--- src/rtl/ps2_kb_pkg.sv ---
// Shared constants, state encoding and byte classification for the PS/2 keyboard sequencer.
package ps2_kb_pkg;

   localparam logic [7:0] PS2_EXT   = 8'hE0;
   localparam logic [7:0] PS2_BRK   = 8'hF0;
   localparam logic [7:0] PS2_PAUSE = 8'hE1;
   localparam logic [7:0] PS2_BAT   = 8'hAA;
   localparam logic [7:0] PS2_ACK   = 8'hFA;

   localparam logic [2:0] PS2_PAUSE_SKIP = 3'd7;
   localparam int         EV_W           = 10;

   typedef enum logic [1:0] {
      IDLE = 2'd0,
      ACK  = 2'd1,
      DEC  = 2'd2
   } kb_state_e;

   // Keyboard protocol responses that never map to a key event.
   function automatic logic is_proto_byte(input logic [7:0] b);
      case (b)
         8'h00, PS2_BAT, 8'hEE, PS2_ACK, 8'hFC, 8'hFE, 8'hFF: is_proto_byte = 1'b1;
         default:                                            is_proto_byte = 1'b0;
      endcase
   endfunction

endpackage

--- src/rtl/ps2_ev_fifo.sv ---
// Show-ahead event FIFO; a push while full is accepted only when a pop happens on the same edge.
module ps2_ev_fifo
   import ps2_kb_pkg::*;
#(
   parameter int DEPTH = 8
) (
   input  logic                     clk,
   input  logic                     rst,
   input  logic                     push,
   input  logic [EV_W-1:0]          wdata,
   input  logic                     pop,
   output logic [EV_W-1:0]          rdata,
   output logic [$clog2(DEPTH):0]   count,
   output logic                     full,
   output logic                     empty
);

   localparam int AW = $clog2(DEPTH);
   localparam int CW = AW + 1;

   logic [EV_W-1:0] mem [DEPTH];
   logic [AW-1:0]   wr_ptr;
   logic [AW-1:0]   rd_ptr;
   logic            push_ok;
   logic            pop_ok;

   assign full    = (count == CW'(DEPTH));
   assign empty   = (count == '0);
   assign pop_ok  = pop && !empty;
   assign push_ok = push && (!full || pop_ok);
   assign rdata   = empty ? '0 : mem[rd_ptr];

   always_ff @(posedge clk) begin
      if (push_ok) mem[wr_ptr] <= wdata;
   end

   always_ff @(posedge clk or negedge rst) begin
      if (!rst) begin
         wr_ptr <= '0;
         rd_ptr <= '0;
         count  <= '0;
      end else begin
         if (push_ok) wr_ptr <= wr_ptr + 1'b1;
         if (pop_ok)  rd_ptr <= rd_ptr + 1'b1;
         case ({push_ok, pop_ok})
            2'b10:   count <= count + 1'b1;
            2'b01:   count <= count - 1'b1;
            default: count <= count;
         endcase
      end
   end

endmodule

--- src/rtl/ps2_kb_ctrl.sv ---
// PS/2 Set-2 scan-code sequencer: drains the receiver, decodes E0/F0/E1 prefixes, queues key events.
// Optional typematic repeat filter enabled by defining PS2_KB_REPEAT_FILT_EN.
module ps2_kb_ctrl
   import ps2_kb_pkg::*;
#(
   parameter int DEPTH = 8
) (
   input  logic                     clk,
   input  logic                     rst,
   input  logic                     kb_ready,
   input  logic [7:0]               kb_data,
   output logic                     kb_rdn,
   input  logic                     ev_rd,
   output logic                     ev_valid,
   output logic [EV_W-1:0]          ev_data,
   output logic [$clog2(DEPTH):0]   ev_count,
   output logic                     ovf,
   input  logic                     ovf_clr
);

   kb_state_e       state, state_d;
   logic [7:0]      byte_r, byte_d;
   logic            ext, ext_d;
   logic            brk, brk_d;
   logic [2:0]      skip_cnt, skip_d;
   logic            rdn_d;
   logic            dec_push;
   logic            rep_hit;
   logic            fifo_push;
   logic            fifo_full;
   logic            fifo_empty;
   logic            pop;
   logic            drop;

   always_comb begin
      state_d  = state;
      byte_d   = byte_r;
      ext_d    = ext;
      brk_d    = brk;
      skip_d   = skip_cnt;
      rdn_d    = 1'b1;
      dec_push = 1'b0;
      case (state)
         IDLE: if (kb_ready) begin
            byte_d  = kb_data;
            rdn_d   = 1'b0;
            state_d = ACK;
         end
         ACK: state_d = DEC;
         DEC: begin
            state_d = IDLE;
            if (skip_cnt != '0) begin
               skip_d = skip_cnt - 1'b1;
            end else if (byte_r == PS2_PAUSE) begin
               skip_d = PS2_PAUSE_SKIP;
               ext_d  = 1'b0;
               brk_d  = 1'b0;
            end else if (byte_r == PS2_EXT) begin
               ext_d = 1'b1;
            end else if (byte_r == PS2_BRK) begin
               brk_d = 1'b1;
            end else begin
               dec_push = !is_proto_byte(byte_r);
               ext_d    = 1'b0;
               brk_d    = 1'b0;
            end
         end
         default: state_d = IDLE;
      endcase
   end

   always_ff @(posedge clk or negedge rst) begin
      if (!rst) begin
         state    <= IDLE;
         byte_r   <= '0;
         ext      <= 1'b0;
         brk      <= 1'b0;
         skip_cnt <= '0;
         kb_rdn   <= 1'b1;
      end else begin
         state    <= state_d;
         byte_r   <= byte_d;
         ext      <= ext_d;
         brk      <= brk_d;
         skip_cnt <= skip_d;
         kb_rdn   <= rdn_d;
      end
   end

`ifdef PS2_KB_REPEAT_FILT_EN
   logic [8:0] last_make;
   logic       last_vld;
   logic       last_match;

   assign last_match = last_vld && (last_make == {ext, byte_r});
   assign rep_hit    = dec_push && !brk && last_match;

   // Held key: repeats of the same make are suppressed until its break arrives.
   always_ff @(posedge clk or negedge rst) begin
      if (!rst) begin
         last_make <= '0;
         last_vld  <= 1'b0;
      end else if (dec_push) begin
         if (!brk && !last_match) begin
            last_make <= {ext, byte_r};
            last_vld  <= 1'b1;
         end else if (brk && last_match) begin
            last_vld  <= 1'b0;
         end
      end
   end
`else
   assign rep_hit = 1'b0;
`endif

   assign fifo_push = dec_push && !rep_hit;
   assign pop       = ev_rd && !fifo_empty;
   assign drop      = fifo_push && fifo_full && !pop;
   assign ev_valid  = !fifo_empty;

   always_ff @(posedge clk or negedge rst) begin
      if (!rst)         ovf <= 1'b0;
      else if (drop)    ovf <= 1'b1;
      else if (ovf_clr) ovf <= 1'b0;
   end

   ps2_ev_fifo #(.DEPTH(DEPTH)) u_fifo (
      .clk   (clk),
      .rst   (rst),
      .push  (fifo_push),
      .wdata ({brk, ext, byte_r}),
      .pop   (ev_rd),
      .rdata (ev_data),
      .count (ev_count),
      .full  (fifo_full),
      .empty (fifo_empty)
   );

endmodule

--- config.mk ---
export PLATFORM = sky130hd
export DESIGN_NAME = ps2_kb_ctrl
export DESIGN_NICKNAME = d
export VERILOG_FILES = /design/src/rtl/ps2_kb_pkg.sv /design/src/rtl/ps2_ev_fifo.sv /design/src/rtl/ps2_kb_ctrl.sv
export SDC_FILE = /design/constraint.sdc
export NUM_CORES = 1
export LEC_CHECK = 0
export ABC_AREA = 1
export BUFFER_PORTS_ARGS = -buffer_cell sky130_fd_sc_hd__buf_2
export CAP_MARGIN = 25
export CELL_PAD_IN_SITES_DETAIL_PLACEMENT = 1
export CELL_PAD_IN_SITES_GLOBAL_PLACEMENT = 2
export CORE_MARGIN = 10
export CORE_UTILIZATION = 40
export CTS_BUF_LIST = sky130_fd_sc_hd__clkbuf_16
export CTS_CLUSTER_DIAMETER = 120
export DETAILED_ROUTE_END_ITERATION = 8
export PLACE_DENSITY = 0.82
export SYNTH_ARGS = -nofsm -noshare
export SYNTH_HDL_FRONTEND = slang
export SYNTH_HIERARCHICAL = 1
export SYNTH_SLANG_ARGS = --single-unit
export TNS_END_PERCENT = 5
--- constraint.sdc ---
create_clock -name clk -period 7.1 [get_ports clk]
set_input_delay 0.355 -clock clk [delete_from_list [all_inputs] [get_ports clk]]
set_output_delay 0.355 -clock clk [all_outputs]
set_load 0.03 [all_outputs]
==> impl_metrics.csv, run 1 <==
group,metric,value,unit
drt,route.detailed.drc,0,
job,maxCapViolations,0,
logic_synthesis,syn_area_per_cell,10.7,um^2
setup_path,cp-start-kind,"flip-flop",
logic_synthesis,ys_seq_area_frac,0.665,
clock_network,cts_tree,"yes",
cells_and_area,nets,480,
floorplanning,die_area,16300,um^2
timing,relSlewSlack,0.305,
setup_path,slowest_stage,"nor2_1",
status,status,"finished, final reports clean",
setup_path,cp.required,7.07,ns
timing,worstMarginPinSlew,1.04,ns
logic_synthesis,syn_inst,433,
setup_path,r2r-end,"u_fifo/mem[7][5]",
place,post-dp-hpwl,7.48,mm
timing,finalHoldViolCount,0,
clock_network,cts_resized,0,
clock_network,cts_max_level,3,
clock_network,numCtsBuffers,9,
place,port_buffers,29,
drt,dr.first_iter.drc_count,194,
drt,wirelength,11.1,mm
drt,final_antenna_net_count,0,
logic_synthesis,yosys.area.top_type,"edfxtp_1",
setup_path,end_kind,"flip-flop",
global_routing,grt_pass1_vias,3369,
place,dp_cells,590,
global_routing,use_met1,0.180,
logic_synthesis,synth_area_leaders,"edfxtp_1, dfrtp_1, nor2_1",
floorplanning,die_x,128,um
floorplanning,core_area,11400,um^2
timing,finalSetupViolCount,0,
logic_synthesis,synth-seq-cells,107,
clock_network,clkTransAtPathRegs,0.07,ns
clock_network,clock_path_buffers,2,
pwr,irDropWorstVdd,0.000246,V
drt,wl_per_cell,18.2,um
setup_path,crit_fanout,10,
setup_path,cp.arrival,2.92,ns
setup_path,regToRegSetupSlack,4.15,ns
cells_and_area,seq_area,3080,um^2
setup_path,cp_slowest_stage_delay,0.80,ns
timing,fin_crit_sh,0.416,
drt,vias,3163,
timing,skew,0.00430,ns
floorplanning,start_util,0.407,
cells_and_area,diodes,0,
clock_network,cts_sinks,107,
setup_path,cp_cell_sequence,"inv_1 -> ha_1 -> nand2_1 -> nor2_1 -> nand3_1 -> nor2_1 -> and2_1 -> nand2_2 -> inv_1 -> nand2_1 -> nor2_1",
setup_path,r2r-start,"skip_cnt[0]",
cells_and_area,drive_gt1_frac,0.125,
global_routing,grt_pass1_wl,17.9,mm
clock_network,clk_root_buffer_cell,"clkbuf_16",
timing,setup_ws,4.15,ns
drt,first_pass_iters,4,
floorplanning,ioPinCount,30,
logic_synthesis,synth_top_cell_area_share,0.519,
logic_synthesis,netlist_area,4630,um^2
timing,slew_viol_final,0,
setup_path,crit_top_cell,"nor2_1",
timing,fin_crit,2.95,ns
cells_and_area,syn_to_final_growth,11.9,%
cells_and_area,multi_input_area,1350,um^2
setup_path,critPathKind,"reg -> reg",
logic_synthesis,ys_warn_count,6,
hold_path,hold_path_class,"in -> async",
setup_path,ff2ff_path_depth,11,
global_routing,overflow,0,
global_routing,antenna_found_initial,0,
drt,vias_per_cell,5.20,
clock_network,cts_hold_buf,0,
cells_and_area,final-instance-count-excl-fill,608,
floorplanning,rows,39,
global_routing,met3_usage,0.0294,
logic_synthesis,synth.distinct_cells,33,
global_routing,grt_max_degree,42,
global_routing,grt.total_usage,0.140,
timing,fin_tns_setup,0,ns
clock_network,clk_latency,0.34,ns
pwr,p_leak,0.00206,uW
clock_network,cts_setup_buffers,0,
floorplanning,die_h,128,um
timing,max_freq,339,MHz
logic_synthesis,synthesis.nets,453,
place,post-place-ws,4.15,ns
pwr,powerDensity,420,nW/um^2
timing,rsz0062_at_grt,"false",
global_routing,use_met2,0.229,
place,gp_congestion,0.834,
cells_and_area,fillers,1274,
global_routing,top_usage_layer,"met2",
[cells by family after synthesis]
group | after synthesis | synth area share
buffers and inverters | 49 | 0.0438
DFF | 107 | 0.665
AOI/OAI and AO/OA | 83 | 0.102
adders and majority gates | 7 | 0.0189
and+or+nand+nor | 182 | 0.161
xor gates and xnor gates | 5 | 0.00947
[area by class of cell]
cell class                 count  share of cell area
sequential                   107               0.595
multi-input combinational    277               0.260
clock buffer                   9              0.0435
timing repair buffer          32              0.0363
tap                          143              0.0346
inverter                      33              0.0239
clock inverter                 7             0.00701
[worst max-delay path: cells and delay by family, from the launching register on]
kind / cells / cell delay, ns
adder cells (fa/ha/maj): 1 / 0.16
flip-flops: 1 / 0.38
buffers and inverters: 2 / 0.21
AND/OR/NAND/NOR: 8 / 1.82
[state kept, by name, indices dropped and copies added, names as in the netlist]
| signal | count |
|---|---|
| state | 2 |
| ext | 1 |
| u_fifo/rd_ptr | 3 |
| ovf | 1 |
| u_fifo/mem | 80 |
| kb_rdn | 1 |
| u_fifo/wr_ptr | 3 |
| skip_cnt | 3 |
| brk | 1 |
| byte_r | 8 |
| u_fifo/count | 4 |
[how the worst max path moves through the flow]
stage / startpoint / endpoint / slack [ns] / cells after the start
global route: byte_r[3] / u_fifo/mem[6][2] / 3.91 / 10
floorplan: skip_cnt[0] / u_fifo/mem[0][0] / 4.74 / 10
global placement: skip_cnt[0] / u_fifo/mem[6][2] / 4.16 / 10
detailed placement: skip_cnt[0] / u_fifo/mem[7][2] / 4.15 / 11
finish: skip_cnt[0] / u_fifo/mem[7][5] / 4.15 / 11
CTS: skip_cnt[0] / u_fifo/mem[7][5] / 4.10 / 11
[layout by cell type (no fill, tap or decap)]
| master | synthesis | layout |
|---|---|---|
| and3b_1 | 1 | 1 |
| o21ai_1 | 21 | 21 |
| a21boi_0 | 1 | 1 |
| xor2_1 | 2 | 2 |
| o22ai_1 | 11 | 11 |
| nor3_1 | 1 | 1 |
| nor2_1 | 94 | 94 |
| dfrtp_1 | 26 | 26 |
| xnor2_1 | 3 | 3 |
| o211ai_1 | 10 | 10 |
| inv_1 | 31 | 32 |
| nor2_2 | 2 | 2 |
| inv_2 | 2 | 2 |
| and2_1 | 1 | 1 |
| o21ai_0 | 33 | 33 |
| dfstp_2 | 1 | 1 |
| buf_2 | 12 | 29 |
| clkinv_4 | 0 | 1 |
| clkinv_1 | 0 | 3 |
| clkinvlp_4 | 0 | 1 |
| nand2_2 | 4 | 4 |
| clkinv_2 | 0 | 1 |
| o21ai_2 | 1 | 1 |
| nand4_1 | 3 | 3 |
| ha_1 | 7 | 7 |
| buf_4 | 1 | 2 |
| nand3_1 | 11 | 11 |
| nor2_4 | 1 | 1 |
| clkbuf_16 | 0 | 9 |
| a21oi_1 | 4 | 4 |
| edfxtp_1 | 80 | 80 |
| nor4_1 | 1 | 1 |
| buf_16 | 0 | 1 |
| nand2_1 | 62 | 62 |
| o21bai_2 | 1 | 1 |
| a21oi_2 | 1 | 1 |
| or2_4 | 1 | 1 |
[routing by layer]
layer / vias up / wire length (um) / share of wire
met1: 1571 / 5240 / 0.47
met3: 12 / 360 / 0.033
met5: - / 0 / 0
met2: 51 / 5330 / 0.48
met4: 0 / 138 / 0.012
li1: 1529 / - / -
[stage by stage]
| step | utilization | area, um^2 | hold slack [ns] | power [uW] |
|---|---|---|---|---|
| floorplan | - | 4630 | 0.0594 | 1460 |
| global placement | 0.429 | 4880 | 0.419 | 1710 |
| detailed placement | 0.429 | 4880 | 0.432 | 1730 |
| CTS | 0.452 | 5140 | 0.0571 | 2190 |
| global route | 0.455 | 5180 | 0.0790 | 2330 |
| finish | 0.455 | 5180 | 0.0351 | 2170 |
[where the power goes]
part / total [uW] / switching [uW] / leakage (uW) / internal (uW)
logic: 836 / 577 / 0.000865 / 259
clock network: 449 / 216 / 0.000129 / 233
registers: 889 / 124 / 0.00107 / 765
total: 2170 / 917 / 0.00206 / 1260
[synthesized netlist by cell type]
cell	number
a21boi_0	1
a21oi_1	4
a21oi_2	1
and2_1	1
and3b_1	1
buf_1	1
buf_2	12
buf_4	1
clkbuf_1	2
dfrtp_1	26
dfstp_2	1
edfxtp_1	80
ha_1	7
inv_1	31
inv_2	2
nand2_1	62
nand2_2	4
nand3_1	11
nand4_1	3
nor2_1	94
nor2_2	2
nor2_4	1
nor3_1	1
nor4_1	1
o211ai_1	10
o21ai_0	33
o21ai_1	21
o21ai_2	1
o21bai_2	1
o22ai_1	11
or2_4	1
xnor2_1	3
xor2_1	2
No activity file was read; power rests on OpenSTA's default activity.
==> run 2: changes to the inputs <==
Clock period 7.1 ns to 3 ns, I/O delays scaled along.
==> impl_metrics.csv, run 2 (same netlist as run 1, synthesis figures left out) <==
group,metric,value,unit
status,status,"finished, final reports clean",
global_routing,grt_pass1_vias,3412,
drt,vias_per_cell,5.14,
timing,fin_crit_sh,0.884,
drt,route.detailed.drc,0,
setup_path,crit_fanout,6,
cells_and_area,fillers,1239,
drt,vias,3193,
pwr,irDropWorstVdd,0.000529,V
global_routing,antenna_found_initial,0,
clock_network,cts_sinks,107,
clock_network,clkTransAtPathRegs,0.07,ns
clock_network,clk_latency,0.34,ns
timing,relSlewSlack,0.417,
place,gp_congestion,0.818,
pwr,powerDensity,965,nW/um^2
clock_network,clk_root_buffer_cell,"clkbuf_16",
timing,max_freq,377,MHz
drt,final_antenna_net_count,0,
clock_network,clock_path_buffers,2,
cells_and_area,multi_input_area,1350,um^2
cells_and_area,final_cell_mix,"nor2_1, edfxtp_1, nand2_1",
floorplanning,ioPinCount,30,
floorplanning,rows,39,
clock_network,cts_setup_buffers,0,
floorplanning,die_area,16300,um^2
cells_and_area,final-instance-count-excl-fill,621,
cells_and_area,utilization,0.464,
setup_path,cp-start-kind,"flip-flop",
place,dp_cells,601,
setup_path,cp.arrival,2.87,ns
timing,finalSetupViolCount,0,
floorplanning,die_h,128,um
drt,first_pass_iters,4,
cells_and_area,drive_gt1_frac,0.149,
place,port_buffers,29,
cells_and_area,final_common_cell,"nor2_1",
job,maxCapViolations,0,
place,post-dp-hpwl,7.14,mm
setup_path,end_kind,"flip-flop",
cells_and_area,diodes,0,
pwr,fin_total_pwr,5090,uW
timing,worstMarginPinSlew,0.874,ns
timing,fin_tns_setup,0,ns
global_routing,grt_max_degree,42,
cells_and_area,nets,493,
cells_and_area,largest_register_ffs,80,
place,placed_cell_area,4960,um^2
cells_and_area,final_area,5270,um^2
clock_network,cts_tree,"yes",
setup_path,critPathKind,"reg -> reg",
timing,rsz0062_at_grt,"false",
timing,skew,0.00706,ns
hold_path,hold_path_class,"in -> reg",
setup_path,cp.required,3.22,ns
global_routing,grt_pass1_wl,17.8,mm
timing,fin_crit,2.65,ns
clock_network,numCtsBuffers,9,
drt,wl_per_cell,17.2,um
floorplanning,core_area,11400,um^2
drt,wirelength,10.7,mm
floorplanning,die_x,128,um
timing,finalHoldViolCount,0,
floorplanning,start_util,0.407,
cells_and_area,seq_area,3080,um^2
global_routing,grt.total_usage,0.138,
drt,dr.first_iter.drc_count,142,
timing,slew_viol_final,0,
clock_network,cts_max_level,3,
cells_and_area,largest-register,"u_fifo/mem",
pwr,p_leak,0.00212,uW
global_routing,overflow,0,
cells_and_area,biggestRegsByFlops,"u_fifo/mem x80, byte_r x8, u_fifo/count x4",
cells_and_area,syn_to_final_growth,13.9,%
[run 2: cell count changes in the layout (fill, tap and decap cells not counted), sizes merged]
| cell | change |
|---|---|
| buf | +9 |
| clkinv | -1 |
| clkinvlp | +1 |
| dlygate4sd3 | +4 |
[run 2: critical path, cell delays in order, from the launching register on]
cell and delay (ns):
dfrtp_1 0.37, inv_1 0.12, ha_1 0.16, nand2_1 0.11, nor2_1 0.26, nand3_1 0.12, nor2_1 0.15, and2_1 0.16
nand2_2 0.10, ha_1 0.26, nand2_1 0.09, nand2_1 0.08, ha_1 0.18, a21oi_1 0.16, o21ai_0 0.11, nand2_1 0.07
o22ai_1 0.06
[run 2: final cells by class]
| cell class | count | area share |
|---|---|---|
| Timing Repair Buffer | 45 | 0.0522 |
| Sequential cell | 107 | 0.584 |
| Multi-Input combinational cell | 277 | 0.255 |
| Clock buffer | 9 | 0.0427 |
| Clock inverter | 7 | 0.00831 |
| Tap cell | 143 | 0.0339 |
| Inverter | 33 | 0.0235 |
[run 2: where the power goes]
group | switching, uW | internal (uW)
Sequential | 279 | 1810
Clock | 513 | 560
Combinational | 1320 | 605
Total | 2110 | 2970
[run 2: final timing paths]
| check | startpoint | to | slack [ns] | depth (start not counted) |
|---|---|---|---|---|
| setup / recovery | skip_cnt[0] | u_fifo/count[2] | 0.35 | 16 |
| hold / removal | kb_data[2] | byte_r[2] | 0.02 | 3 |
| setup reg to reg | skip_cnt[0] | u_fifo/count[2] | 0.35 | 16 |
| hold reg to reg | state[1] | state[1] | 0.46 | 1 |
| max in group asynchronous | rst | u_fifo/rd_ptr[1] | 2.22 | 2 |
| min in group asynchronous | rst | skip_cnt[2] | 0.36 | 2 |
[run 2: metal layers]
metal,share of wire,up-vias,track usage
met5,0,-,0
met1,0.45,1571,0.169
met3,0.042,10,0.0335
li1,-,1557,-
met4,0.013,0,0.0482
met2,0.50,55,0.233
[run 2: per-stage QoR]
stage,hold slack (ns),worst slack (ns)
2_1_floorplan,-0.146,0.635
3_3_place_gp,0.218,0.518
3_5_place_dp,0.218,0.389
4_1_cts,0.00980,0.351
5_1_grt,0.0264,0.0840
6_report,0.0157,0.348
[run 2: what timing repair did]
item / CTS / global route
hold buffers: 4 / 0
gates resized for setup: 0 / 0
endpoints found under the hold margin: 29 / 0
